==> config.mk <==
export PLATFORM = sky130hd
export DESIGN_NAME = phreg_release_queue
export DESIGN_NICKNAME = d
export VERILOG_FILES = /design/src/rtl/drac_pkg.sv /design/src/rtl/phreg_release_queue.sv
export SDC_FILE = /design/constraint.sdc
export NUM_CORES = 1
export LEC_CHECK = 0
export ABC_CLOCK_PERIOD_IN_PS = 3480
export BUFFER_PORTS_ARGS = -buffer_cell sky130_fd_sc_hd__buf_2
export CORE_ASPECT_RATIO = 0.5
export CORE_UTILIZATION = 30
export DETAILED_ROUTE_END_ITERATION = 10
export PLACE_DENSITY = 0.55
export SLEW_MARGIN = 20
export SYNTH_ARGS = -nofsm -noshare
export SYNTH_HDL_FRONTEND = slang
export SYNTH_SLANG_ARGS = --single-unit
==> constraint.sdc <==
create_clock -name clk_i -period 3.48 [get_ports clk_i]
set_input_delay 0.174 -clock clk_i [delete_from_list [all_inputs] [get_ports clk_i]]
set_output_delay 0.174 -clock clk_i [all_outputs]
set_load 0.01 [all_outputs]
==> src/rtl/drac_pkg.sv <==
// Shared rename-stage types: physical register tag and release queue sizing.
package drac_pkg;

    localparam int PHREG_W = 6;
    typedef logic [PHREG_W-1:0] phreg_t;

    localparam int RELEASE_QUEUE_DEPTH = 8;
    typedef logic [$clog2(RELEASE_QUEUE_DEPTH)-1:0] release_ptr_t;

endpackage

==> src/rtl/phreg_release_queue.sv <==
// Release queue between commit and the rename free list. Old destination
// registers of up to two committing instructions are buffered in a small
// 2-write/2-read circular buffer. Up to two are returned per cycle. Returns
// are held while the free list rolls back, because it drops writes then.
module phreg_release_queue
    import drac_pkg::*;
#(
    parameter int  DEPTH = RELEASE_QUEUE_DEPTH,
    localparam int CNT_W = $clog2(DEPTH) + 1
) (
    input  logic             clk_i,
    input  logic             rst_i,
    input  logic [1:0]       commit_valid_i,
    input  phreg_t [1:0]     commit_old_phreg_i,
    input  logic             hold_i,
    output logic             ready_o,
    output logic [1:0]       add_free_register_o,
    output phreg_t [1:0]     free_register_o,
    output logic [CNT_W-1:0] num_pending_o,
    output logic             overflow_o
);

    localparam int PTR_W = $clog2(DEPTH);

    phreg_t           entries_q [DEPTH];
    logic [PTR_W-1:0] head_q;
    logic [PTR_W-1:0] tail_q;
    logic [CNT_W-1:0] count_q;

    logic [1:0]       lane_ok;
    logic [1:0]       accept;
    logic [1:0]       enq;
    logic [1:0]       deq;
    logic [PTR_W-1:0] wr_idx1;

    // Room for a full two-lane commit, decided from registered occupancy only
    always_comb ready_o = (count_q <= CNT_W'(DEPTH - 2));

    // Enqueue filter: phreg 0 is never released; lane1 compacts onto lane0's slot if lane0 is empty
    always_comb begin
        lane_ok[0] = commit_valid_i[0] && (commit_old_phreg_i[0] != '0);
        lane_ok[1] = commit_valid_i[1] && (commit_old_phreg_i[1] != '0);
        accept     = lane_ok & {2{ready_o}};
        enq        = {1'b0, accept[0]} + {1'b0, accept[1]};
        wr_idx1    = accept[0] ? tail_q + PTR_W'(1) : tail_q;
    end

    // Dequeue count from pre-enqueue occupancy, so a new entry never bypasses to the outputs
    always_comb begin
        deq = 2'd0;
        if (!hold_i)
            deq = (count_q >= CNT_W'(2)) ? 2'd2 : count_q[1:0];
    end

    // Release outputs read straight from the head; lane0 carries the older entry
    always_comb begin
        add_free_register_o = 2'b00;
        free_register_o     = '0;
        if (deq != 2'd0) begin
            add_free_register_o[0] = 1'b1;
            free_register_o[0]     = entries_q[head_q];
        end
        if (deq == 2'd2) begin
            add_free_register_o[1] = 1'b1;
            free_register_o[1]     = entries_q[head_q + PTR_W'(1)];
        end
    end

    // Table storage needs no reset; only pointers decide what is valid
    always_ff @(posedge clk_i) begin
        if (accept[0]) entries_q[tail_q]  <= commit_old_phreg_i[0];
        if (accept[1]) entries_q[wr_idx1] <= commit_old_phreg_i[1];
    end

    // Pointer, occupancy and sticky overflow update
    always_ff @(posedge clk_i or posedge rst_i) begin
        if (rst_i) begin
            head_q     <= '0;
            tail_q     <= '0;
            count_q    <= '0;
            overflow_o <= 1'b0;
        end else begin
            tail_q  <= tail_q + PTR_W'(enq);
            head_q  <= head_q + PTR_W'(deq);
            count_q <= count_q + CNT_W'(enq) - CNT_W'(deq);
            if ((|lane_ok) && !ready_o)
                overflow_o <= 1'b1;
        end
    end

    assign num_pending_o = count_q;

endmodule

# [Word-level counts from Yosys, hierarchy flattened]
# Memories as Yosys holds them, arrays and structs flattened.
# Index checks and enable logic that the tools add are counted.
# W data, S select, Z words.
[word_totals] n_memories=1 in_bits=17 output_inout_bits=20 reg_bits=11 wordCells=35 ram_bits=48
[op_classes] n_eq_ne=1 muxes=11 n_lt_le_gt_ge=2 add_sub_neg=7 reduce_logical=8 bitwise_logic=1
[mem_list] name="entries_q" depth=8 width=6 rd=2 rd_clocked_by_memory_dff=0 write_ports=2 line="phreg_release_queue.sv:25" rtl="phreg_t entries_q [DEPTH];"
[ops] cell="$mux W6" count=2
[ops] cell="$reduce_bool A6 Y1" count=2
[ops] cell="$add A3 B1 Y3 const B" count=2
[ops] cell="$add A3 B2 Y3" count=2
[ops] cell="$mux W1" count=6
[ops] cell="$add A4 B2 Y4" count=1
[ops] cell="$ge A4 B2 Y1 const B" count=1
[ops] cell="$le A4 B3 Y1 const B" count=1
[ops] cell="$mux W2" count=2
[ops] cell="$sub A4 B2 Y4" count=1
[ops] cell="$logic_and A1 B1 Y1" count=3
[ops] cell="$mux W3" count=1
[ops] cell="$add A1 B1 Y2" count=1
[ops] cell="$and A2 B2 Y2" count=1
[ops] cell="$eq A2 B2 Y1 const B" count=1
[ops] cell="$reduce_bool A2 Y1" count=1
[ops] cell="$reduce_or A2 Y1" count=1
[ops] cell="$logic_not A1 Y1" count=1

# [Logic depth before layout (Yosys ltp)]
# Gate-level depths: netlist of the first run.
[logic_depth] ltp_word=6 ltp_mapped=14 mapped_depth_nobuf=14

# [Least setup slack after synthesis of the first run]
# No wires, ideal clock.
[synth_path] path_type="register to register" start="register count_q[3], in the netlist num_pending_o[3]" end="register count_q[3], in the netlist num_pending_o[3]" setup_time_ns=0.079 path_buffers=0 path_slack_ns=0.424 stages_incl_launch_ff=15 period_less_slack_ns=3.056 required_ns=3.401 arrival_ns=2.977 cell_sequence="dfrtp_1 -> inv_1 -> ha_1 -> nand2_1 -> mux2i_4 -> o311ai_2 -> inv_1 -> ha_1 -> inv_1 -> fa_1 -> inv_1 -> ha_1 -> a21o_1 -> a21oi_1 -> xor2_1"
[synth_between] elab_chain_len=5 word_cells_on_any_way=8 cone_classes="3 x add/sub; 2 x order compare; 2 x mux; 1 x bitwise"
[synth_rtl] element="start: declaration" line="phreg_release_queue.sv:28" rtl="logic [CNT_W-1:0] count_q;"
[synth_rtl] element="start signal: assignment" line="phreg_release_queue.sv:85" rtl="count_q <= count_q + CNT_W'(enq) - CNT_W'(deq);"
[synth_rtl] element="$le A4 B3 Y1" line="phreg_release_queue.sv:37" rtl="always_comb ready_o = (count_q <= CNT_W'(DEPTH - 2));"
[synth_rtl] element="net ready_o" line="phreg_release_queue.sv:16" rtl="output logic ready_o,"
[synth_rtl] element="$and A2 B2 Y2" line="phreg_release_queue.sv:43" rtl="accept = lane_ok & {2{ready_o}};"
[synth_rtl] element="$add A1 B1 Y2" line="phreg_release_queue.sv:44" rtl="enq = {1'b0, accept[0]} + {1'b0, accept[1]};"
[synth_rtl] element="$add A4 B2 Y4" line="phreg_release_queue.sv:85"
[synth_rtl] element="$sub A4 B2 Y4" line="phreg_release_queue.sv:85"
# The timed path passes the listed nets, and every way through them passes these cells.
# A chain may end at the register's enable or synchronous reset.

# [Worst setup path in the final report of the first run]
[layout_path] start="register count_q[3], in the netlist num_pending_o[3]" end="register count_q[3], in the netlist num_pending_o[3]"
[layout_between] elab_chain_len=5 word_cells_on_any_way=8 cone_classes="3 x add/sub; 2 x order compare; 2 x mux; 1 x bitwise"
[layout_rtl] element="$le A4 B3 Y1" line="phreg_release_queue.sv:37"
[layout_rtl] element="$and A2 B2 Y2" line="phreg_release_queue.sv:43"
[layout_rtl] element="$add A1 B1 Y2" line="phreg_release_queue.sv:44"
[layout_rtl] element="$add A4 B2 Y4" line="phreg_release_queue.sv:85"
[layout_rtl] element="$sub A4 B2 Y4 (*)" line="phreg_release_queue.sv:85"
# Mark *: on every way between the ends. The rest lies on a longest branch, timed or not.

==> results of run 1 <==
-- state kept, by name, summed over array words and instances (netlist names) --
| signal | cells |
|---|---|
| overflow_o | 1 |
| tail_q | 3 |
| head_q | 3 |
| entries_q | 48 |
| num_pending_o | 4 |
-- layout by cell type, fill, tap and decap left out, types with 5 or more instances in the layout --
master,netlist,layout
ha_1,11,11
inv_1,17,17
mux2i_1,13,13
mux4_2,24,24
clkbuf_16,0,9
dfrtp_1,11,11
nand3_2,5,5
buf_2,1,36
nor2_1,14,14
mux2_4,19,19
mux2_2,27,27
edfxtp_1,48,48
-- kinds of logic after synthesis --
group / after synthesis / synth area share
xor+xnor: 8 / 0.0241
fa+ha+maj: 15 / 0.0566
flops: 59 / 0.447
compound gates: 14 / 0.0277
simple gates: 42 / 0.0661
mux: 87 / 0.342
buf+inv: 31 / 0.0365
-- critical path, delay by kind of cell (launching register included) --
family | cells | cell delay [ns]
buffers and inverters | 4 | 0.31
AND/OR/NAND/NOR | 1 | 0.12
AO/OA/AOI/OAI | 3 | 0.58
XOR/XNOR | 1 | 0.17
flip-flops | 1 | 0.40
adder cells (fa/ha/maj) | 4 | 1.18
multiplexers | 1 | 0.40
-- per-stage QoR --
step,util,power (mW),setup WS [ns]
5_1_grt,0.370,4.34,0.0356
3_5_place_dp,0.344,3.19,0.228
6_report,0.370,4.08,0.242
4_1_cts,0.370,4.11,0.218
3_3_place_gp,0.344,3.12,0.415
2_1_floorplan,-,2.59,0.424
-- power groups by stage --
stage               Combinational (mW)  Clock [mW]  Sequential, mW
global placement                  1.97           0            1.15
finish                            2.03       0.903            1.15
floorplan                         1.48           0            1.11
CTS                               2.03       0.922            1.15
global route                      2.22       0.949            1.17
detailed placement                2.02           0            1.16
-- layer usage --
metal / share of wire / vias up / GRT usage
met1: 0.47 / 1195 / 0.202
met5: 0 / - / 0
met3: 0.092 / 12 / 0.0500
met4: 0.013 / 0 / 0.0528
met2: 0.43 / 78 / 0.229
li1: - / 1048 / -
-- cell type report --
class,instances,area [sq um]
Fill cell,1165,7660
Timing Repair Buffer,40,213
Clock buffer,12,256
Sequential cell,59,1720
Tap cell,165,206
Clock inverter,4,50.0
Inverter,17,63.8
Multi-Input combinational cell,166,1990
-- how the worst max path moves through the flow --
stage / from / to / slack, ns / cells past startpoint
after detailed placement: num_pending_o[3] / num_pending_o[3] / 0.23 / 14
after CTS: num_pending_o[3] / num_pending_o[3] / 0.22 / 14
final: num_pending_o[3] / num_pending_o[3] / 0.24 / 14
after global placement: num_pending_o[3] / num_pending_o[3] / 0.41 / 14
after global routing: num_pending_o[3] / num_pending_o[3] / 0.04 / 14
after floorplan: num_pending_o[3] / num_pending_o[3] / 0.42 / 14
-- repair_timing --
item,in CTS,in global routing
hold endpoints to repair,11,0
gates resized for setup,0,0
hold buffers,1,0
==> run metrics, run 1 <==
drt first pass iters=4; Worst-Margin Slew=0.974 ns; CP dominant cell by count=inv_1; cells after synthesis=256; TNS Setup=0 ns; Antenna Nets Post-Route=0; maximum clock insertion buffer count=2; Layout area overhead=16.9%; register area share after synthesis=0.447; Reg2Reg Capture Point=num_pending_o[3]; # port buffers=36; cell leakage power=1.75 nW; max cap viols=0; Peak VDD IR=0.000725 V; sequential power share=0.282; largest area contributor in the netlist=edfxtp_1; Cell Pwr Density=908 nW/um^2; required time of the critical path=3.72 ns; Final Hold Vio Count=0; hold path startpoint=commit_old_phreg_i[1]; DR WL/cell=20.0 um; Hold Path Sink=entries_q[4][1]; worst-path maximum fanout=6; Seq cells post-synth=59; kind of critical path=reg -> reg; total number of vias=2333; Synth Flop Type=edfxtp_1; number of synthesized flops with an enable pin=48; largest net degree at the start of global routing=26; Worst R2R Start=num_pending_o[3]; Rel. slew slack=0.344; fin crit period=3.24 ns; CTS tree=yes; synth top area cells=edfxtp_1 38%, mux4_2 14%, mux2_2 7.9%; worst hold path type=in -> reg; clock sink count=59; H-tree levels=3; worst-skew pair later-pin latency=0.33 ns; WL final=9270 um; R2R Setup Slk=0.24 ns; final setup violation count=0; Setup Skew=0.00687 ns; Die Span Y=82.0 um; hold path cells=2; Iter 0 DRT Violations=167; area post-placement=4180 sq um; Avg Synthesized Cell Area=15.0 sq um; Cell Count, Final, Fillers Out=463; global-route usage over all layers=0.151; share of cells above drive strength 1=0.477; DPL Wire Length=6790 um; R2R cell count=14; top-count cell post-synth=edfxtp_1; CP max-delay cell=fa_1; Yosys cell types=41; CTS Buf Count=9; Post-synth ARST share=0.186; Placer Congestion=0.801; Syn Nets=288; dpl cells=446; Ys Warns=0; Max Fclk=309 MHz; logic gate share of total power=0.497; count of final max-slew check failures=0; Starting Density=0.316; internal power=2.52 mW; initial antenna violation count=0; final net count=325; status=completed; Row Count=28; Sw Pwr=1.56 mW; total core area=12200 sq um; Residual DRC=0; RSZ-0062 raised after global routing=no; Worst-path clk slew=0.05 ns; Post-CTS Setup Bufs=0; CP startpoint kind=flip-flop; full die area=13300 sq um; clock power share=0.221; final instance area=4490 sq um; switch share=0.382; CP peak stage delay=0.53 ns; # diodes=0; Hold Slack=0.268 ns; vias in the first global route=2451; top cells by count, synth=48 x edfxtp_1, 27 x mux2_2, 24 x mux4_2; CP cell instances=inv_1 -> ha_1 -> nand2_1 -> mux2i_4 -> o311ai_2 -> inv_1 -> ha_1 -> inv_1 -> fa_1 -> inv_1 -> ha_1 -> a21o_1 -> a21oi_1 -> xor2_1; top-area cell type share of the netlist area=0.375; vias per cell=5.04; WP data arrival=3.48 ns; GRT Residual Overflow=0; final worst-path cycle share=0.930; I/O Pins=37; crit end category=flip-flop; synthesized area=3840 sq um; Chip Width=162 um; global-route wire length before repair=14400 um; CTS root buf=clkbuf_16
Note: power is estimated with default switching activity, not from simulation.
==> inputs of run 2 (changes only) <==
PLACE_DENSITY = not set   (was 0.55)
==> run metrics, run 2 (same netlist as run 1, synthesis figures left out) <==
status=completed; DR WL/cell=19.6 um; full die area=13300 sq um; Die Span Y=82.0 um; worst-path maximum fanout=6; Row Count=28; GRT Residual Overflow=0; WP data arrival=3.46 ns; Antenna Nets Post-Route=0; dpl cells=450; # diodes=0; Rel. slew slack=0.423; vias per cell=4.89; DPL Wire Length=6770 um; clock sink count=59; Cell Pwr Density=878 nW/um^2; required time of the critical path=3.72 ns; H-tree levels=3; Max Fclk=310 MHz; global-route wire length before repair=14200 um; final instance area=4470 sq um; most frequent cells in the layout=48 x edfxtp_1, 36 x buf_2, 27 x mux2_2; Peak VDD IR=0.000493 V; PnR worst setup slack=0.254 ns; global-route usage over all layers=0.149; Setup WS pre-CTS=0.240 ns; # port buffers=36; total number of vias=2277; largest net degree at the start of global routing=26; post-CTS sizing=0; drt first pass iters=4; final net count=329; Placer Congestion=0.770; CP startpoint kind=flip-flop; count of final max-slew check failures=0; area post-placement=4210 sq um; Cell Count, Final, Fillers Out=466; Worst-Margin Slew=0.862 ns; Residual DRC=0; Setup Skew=0.00437 ns; final setup violation count=0; area of the multi-input gates=1990 sq um; worst-skew pair later-pin latency=0.32 ns; commonest non-fill, non-tap cell in the layout=edfxtp_1; kind of critical path=reg -> reg; TNS Setup=0 ns; Iter 0 DRT Violations=217; I/O Pins=37; worst hold path type=in -> reg; share of cells above drive strength 1=0.472; Starting Density=0.316; CTS tree=yes; CTS Buf Count=9; largest reg by FF count=entries_q; fin crit period=3.23 ns; Fillers=1145; CTS root buf=clkbuf_16; Hold Slack=0.269 ns; cell leakage power=1.75 nW; maximum clock insertion buffer count=2; final worst-path cycle share=0.927; initial antenna violation count=0; Layout area overhead=16.2%; hold buffer count at CTS=1; Worst-path clk slew=0.05 ns; vias in the first global route=2390; Final Hold Vio Count=0; Post-CTS Setup Bufs=0; max reg flops=48; Chip Width=162 um; RSZ-0062 raised after global routing=no; WL final=9150 um; crit end category=flip-flop; max cap viols=0; sequential cell area=1720 sq um; total core area=12200 sq um
run 2: final timing paths:
path | endpoint | start | slack (ns) | cells after the start
setup reg to reg | num_pending_o[3] | num_pending_o[3] | 0.25 | 14
hold / removal | entries_q[7][2] | commit_old_phreg_i[8] | 0.27 | 2
hold reg to reg | overflow_o | overflow_o | 0.47 | 1
setup / recovery | num_pending_o[3] | num_pending_o[3] | 0.25 | 14
max in group asynchronous | tail_q[2] | rst_i | 2.77 | 3
min in group asynchronous | head_q[2] | rst_i | 0.40 | 3
run 2: per-layer routing:
layer  vias to the layer above  wire length (um)  global-route usage
met5                         -                 0                   0
met4                         0               116              0.0443
met3                        11               661              0.0490
met2                        61              4150               0.226
met1                      1145              4220               0.203
li1                       1060                 -                   -
run 2: area by class of cell:
cell class / count / area share
timing repair buffer: 44 / 0.0543
tap: 165 / 0.0462
clock inverter: 5 / 0.00476
multi-input combinational: 166 / 0.445
clock buffer: 10 / 0.0513
inverter: 17 / 0.0143
sequential: 59 / 0.384
run 2: critical path: stages, from the launching register on:
cell and delay, ns:
dfrtp_1 0.40, inv_1 0.08, ha_1 0.18, nand2_1 0.12
mux2i_4 0.38, o311ai_2 0.22, inv_1 0.09, ha_1 0.18
inv_1 0.07, fa_1 0.53, inv_1 0.06, ha_1 0.29
a21o_1 0.17, a21oi_1 0.17, xor2_1 0.18
run 2: stage by stage:
stage | util | power (mW)
6_report | 0.367 | 3.92
5_1_grt | 0.367 | 4.18
4_1_cts | 0.367 | 3.96
3_5_place_dp | 0.346 | 3.19
3_3_place_gp | 0.346 | 3.12
2_1_floorplan | - | 2.59
run 2: where the power goes:
part	internal (mW)	leakage [nW]	switching, mW
logic	0.950	1.07	1.06
registers	0.995	0.562	0.159
clock network	0.466	0.125	0.293
==> inputs of run 3 (changes only) <==
CELL_PAD_IN_SITES_DETAIL_PLACEMENT = 1   (was not set)
CELL_PAD_IN_SITES_GLOBAL_PLACEMENT = 1   (was not set)
PLACE_DENSITY_LB_ADDON = 0.1   (was not set)
==> run metrics, run 3 (same netlist as run 1, synthesis figures left out) <==
critical path's top delay family=adder cells; DPL Wire Length=7920 um; Rel. slew slack=0.626; Placer Congestion=0.754; Layout area overhead=19.7%; Peak VDD IR=0.000312 V; max cap viols=0; Hold Path Sink=entries_q[4][0]; CP dominant cell by count=inv_1; hold path startpoint=commit_old_phreg_i[0]; WP data arrival=3.51 ns; Setup Skew=0.00589 ns; CP cell instances=inv_1 -> ha_1 -> nand2_1 -> mux2i_4 -> o311ai_2 -> inv_1 -> ha_1 -> inv_1 -> fa_1 -> inv_1 -> ha_1 -> a21o_1 -> a21oi_1 -> xor2_1; worst-skew pair later-pin latency=0.32 ns; CP startpoint kind=flip-flop; status=completed; Starting Density=0.316; Row Count=28; largest reg by FF count=entries_q; initial antenna violation count=0; maximum clock insertion buffer count=2; largest net degree at the start of global routing=26; vias in the first global route=2537; Residual DRC=0; CP Buf/Inv Count=4; hold path cells=2; Worst-Margin Slew=0.561 ns; area post-placement=4280 sq um; drt first pass iters=5; RSZ-0062 raised after global routing=no; Cell Pwr Density=916 nW/um^2; DRT met1 WL=5320 um; CTS root buf=clkbuf_16; DR WL/cell=22.4 um; total number of vias=2420; final instance area=4600 sq um; final setup violation count=0; WL final=10700 um; Worst-path clk slew=0.05 ns; clock sink count=59; Chip Width=162 um; Post-CTS Setup Bufs=0; H-tree levels=3; final net count=339; R2R cell count=14; Highest Signal Layer=met4; Antenna Nets Post-Route=0; TNS Setup=0 ns; Iter 0 DRT Violations=209; global-route usage over all layers=0.177; R2R Setup Slk=0.21 ns; final worst-path cycle share=0.940; Die Span Y=82.0 um; fin crit period=3.27 ns; CP max-delay cell=fa_1; most frequent cells in the layout=48 x edfxtp_1, 36 x buf_2, 27 x mux2_2; full die area=13300 sq um; fin util=0.378; GRT Residual Overflow=0; Reg2Reg Capture Point=num_pending_o[3]; met3 wire len=517 um; Max Fclk=306 MHz; worst-path maximum fanout=6; Fillers=1277; CTS tree=yes; worst hold path type=in -> reg; count of final max-slew check failures=0; max reg flops=48; crit end category=flip-flop; share of cells above drive strength 1=0.494; power after layout=4.22 mW; I/O Pins=37; commonest non-fill, non-tap cell in the layout=edfxtp_1; kind of critical path=reg -> reg; total core area=12200 sq um; CP peak stage delay=0.53 ns; WL met2=4800 um; # diodes=0; Hold Slack=0.277 ns; global-route wire length before repair=16200 um; # port buffers=36; required time of the critical path=3.73 ns; vias per cell=5.07; Final Hold Vio Count=0; CTS Buf Count=9; Worst R2R Start=num_pending_o[3]; cell leakage power=1.83 nW
==> run 3: repair_timing <==
| action | in CTS | in global routing |
|---|---|---|
| endpoints found under the hold margin | 11 | 0 |
| setup endpoints to repair | 0 | 0 |
| hold buffers | 1 | 0 |
| resized for setup | 0 | 0 |
==> run 3: worst max-delay path by stage <==
stage | slack [ns] | start | depth (start not counted) | to
floorplan | 0.42 | num_pending_o[3] | 14 | num_pending_o[3]
global route | 0.03 | num_pending_o[3] | 14 | num_pending_o[3]
CTS | 0.17 | num_pending_o[3] | 14 | num_pending_o[3]
detailed placement | 0.18 | num_pending_o[3] | 14 | num_pending_o[3]
global placement | 0.39 | num_pending_o[3] | 14 | num_pending_o[3]
finish | 0.21 | num_pending_o[3] | 14 | num_pending_o[3]
==> run 3: routing by layer <==
layer,vias to the layer above,global-route usage
met5,-,0
met4,0,0.0406
met3,5,0.0399
met2,60,0.285
met1,1276,0.243
li1,1079,-
==> run 3: report_power, final <==
group	internal [mW]	switching (mW)	total, mW
Combinational	1.01	1.12	2.13
Clock	0.620	0.302	0.922
Sequential	0.993	0.169	1.16
==> run 3: stage by stage <==
step                setup slack, ns  instances
global route                 0.0278        477
global placement              0.391        460
CTS                           0.170        477
detailed placement            0.184        460
floorplan                     0.424        256
finish                        0.210        477
==> run 3: final cells by class <==
class	instances	area [sq um]	area share
multi-input cells	166	1990	0.432
flip-flops and latches	59	1720	0.373
repair buffers	54	318	0.0691
clock buffers	10	229	0.0498
well taps	165	206	0.0449
clock inverters	6	80.1	0.0174
inverters	17	63.8	0.0139
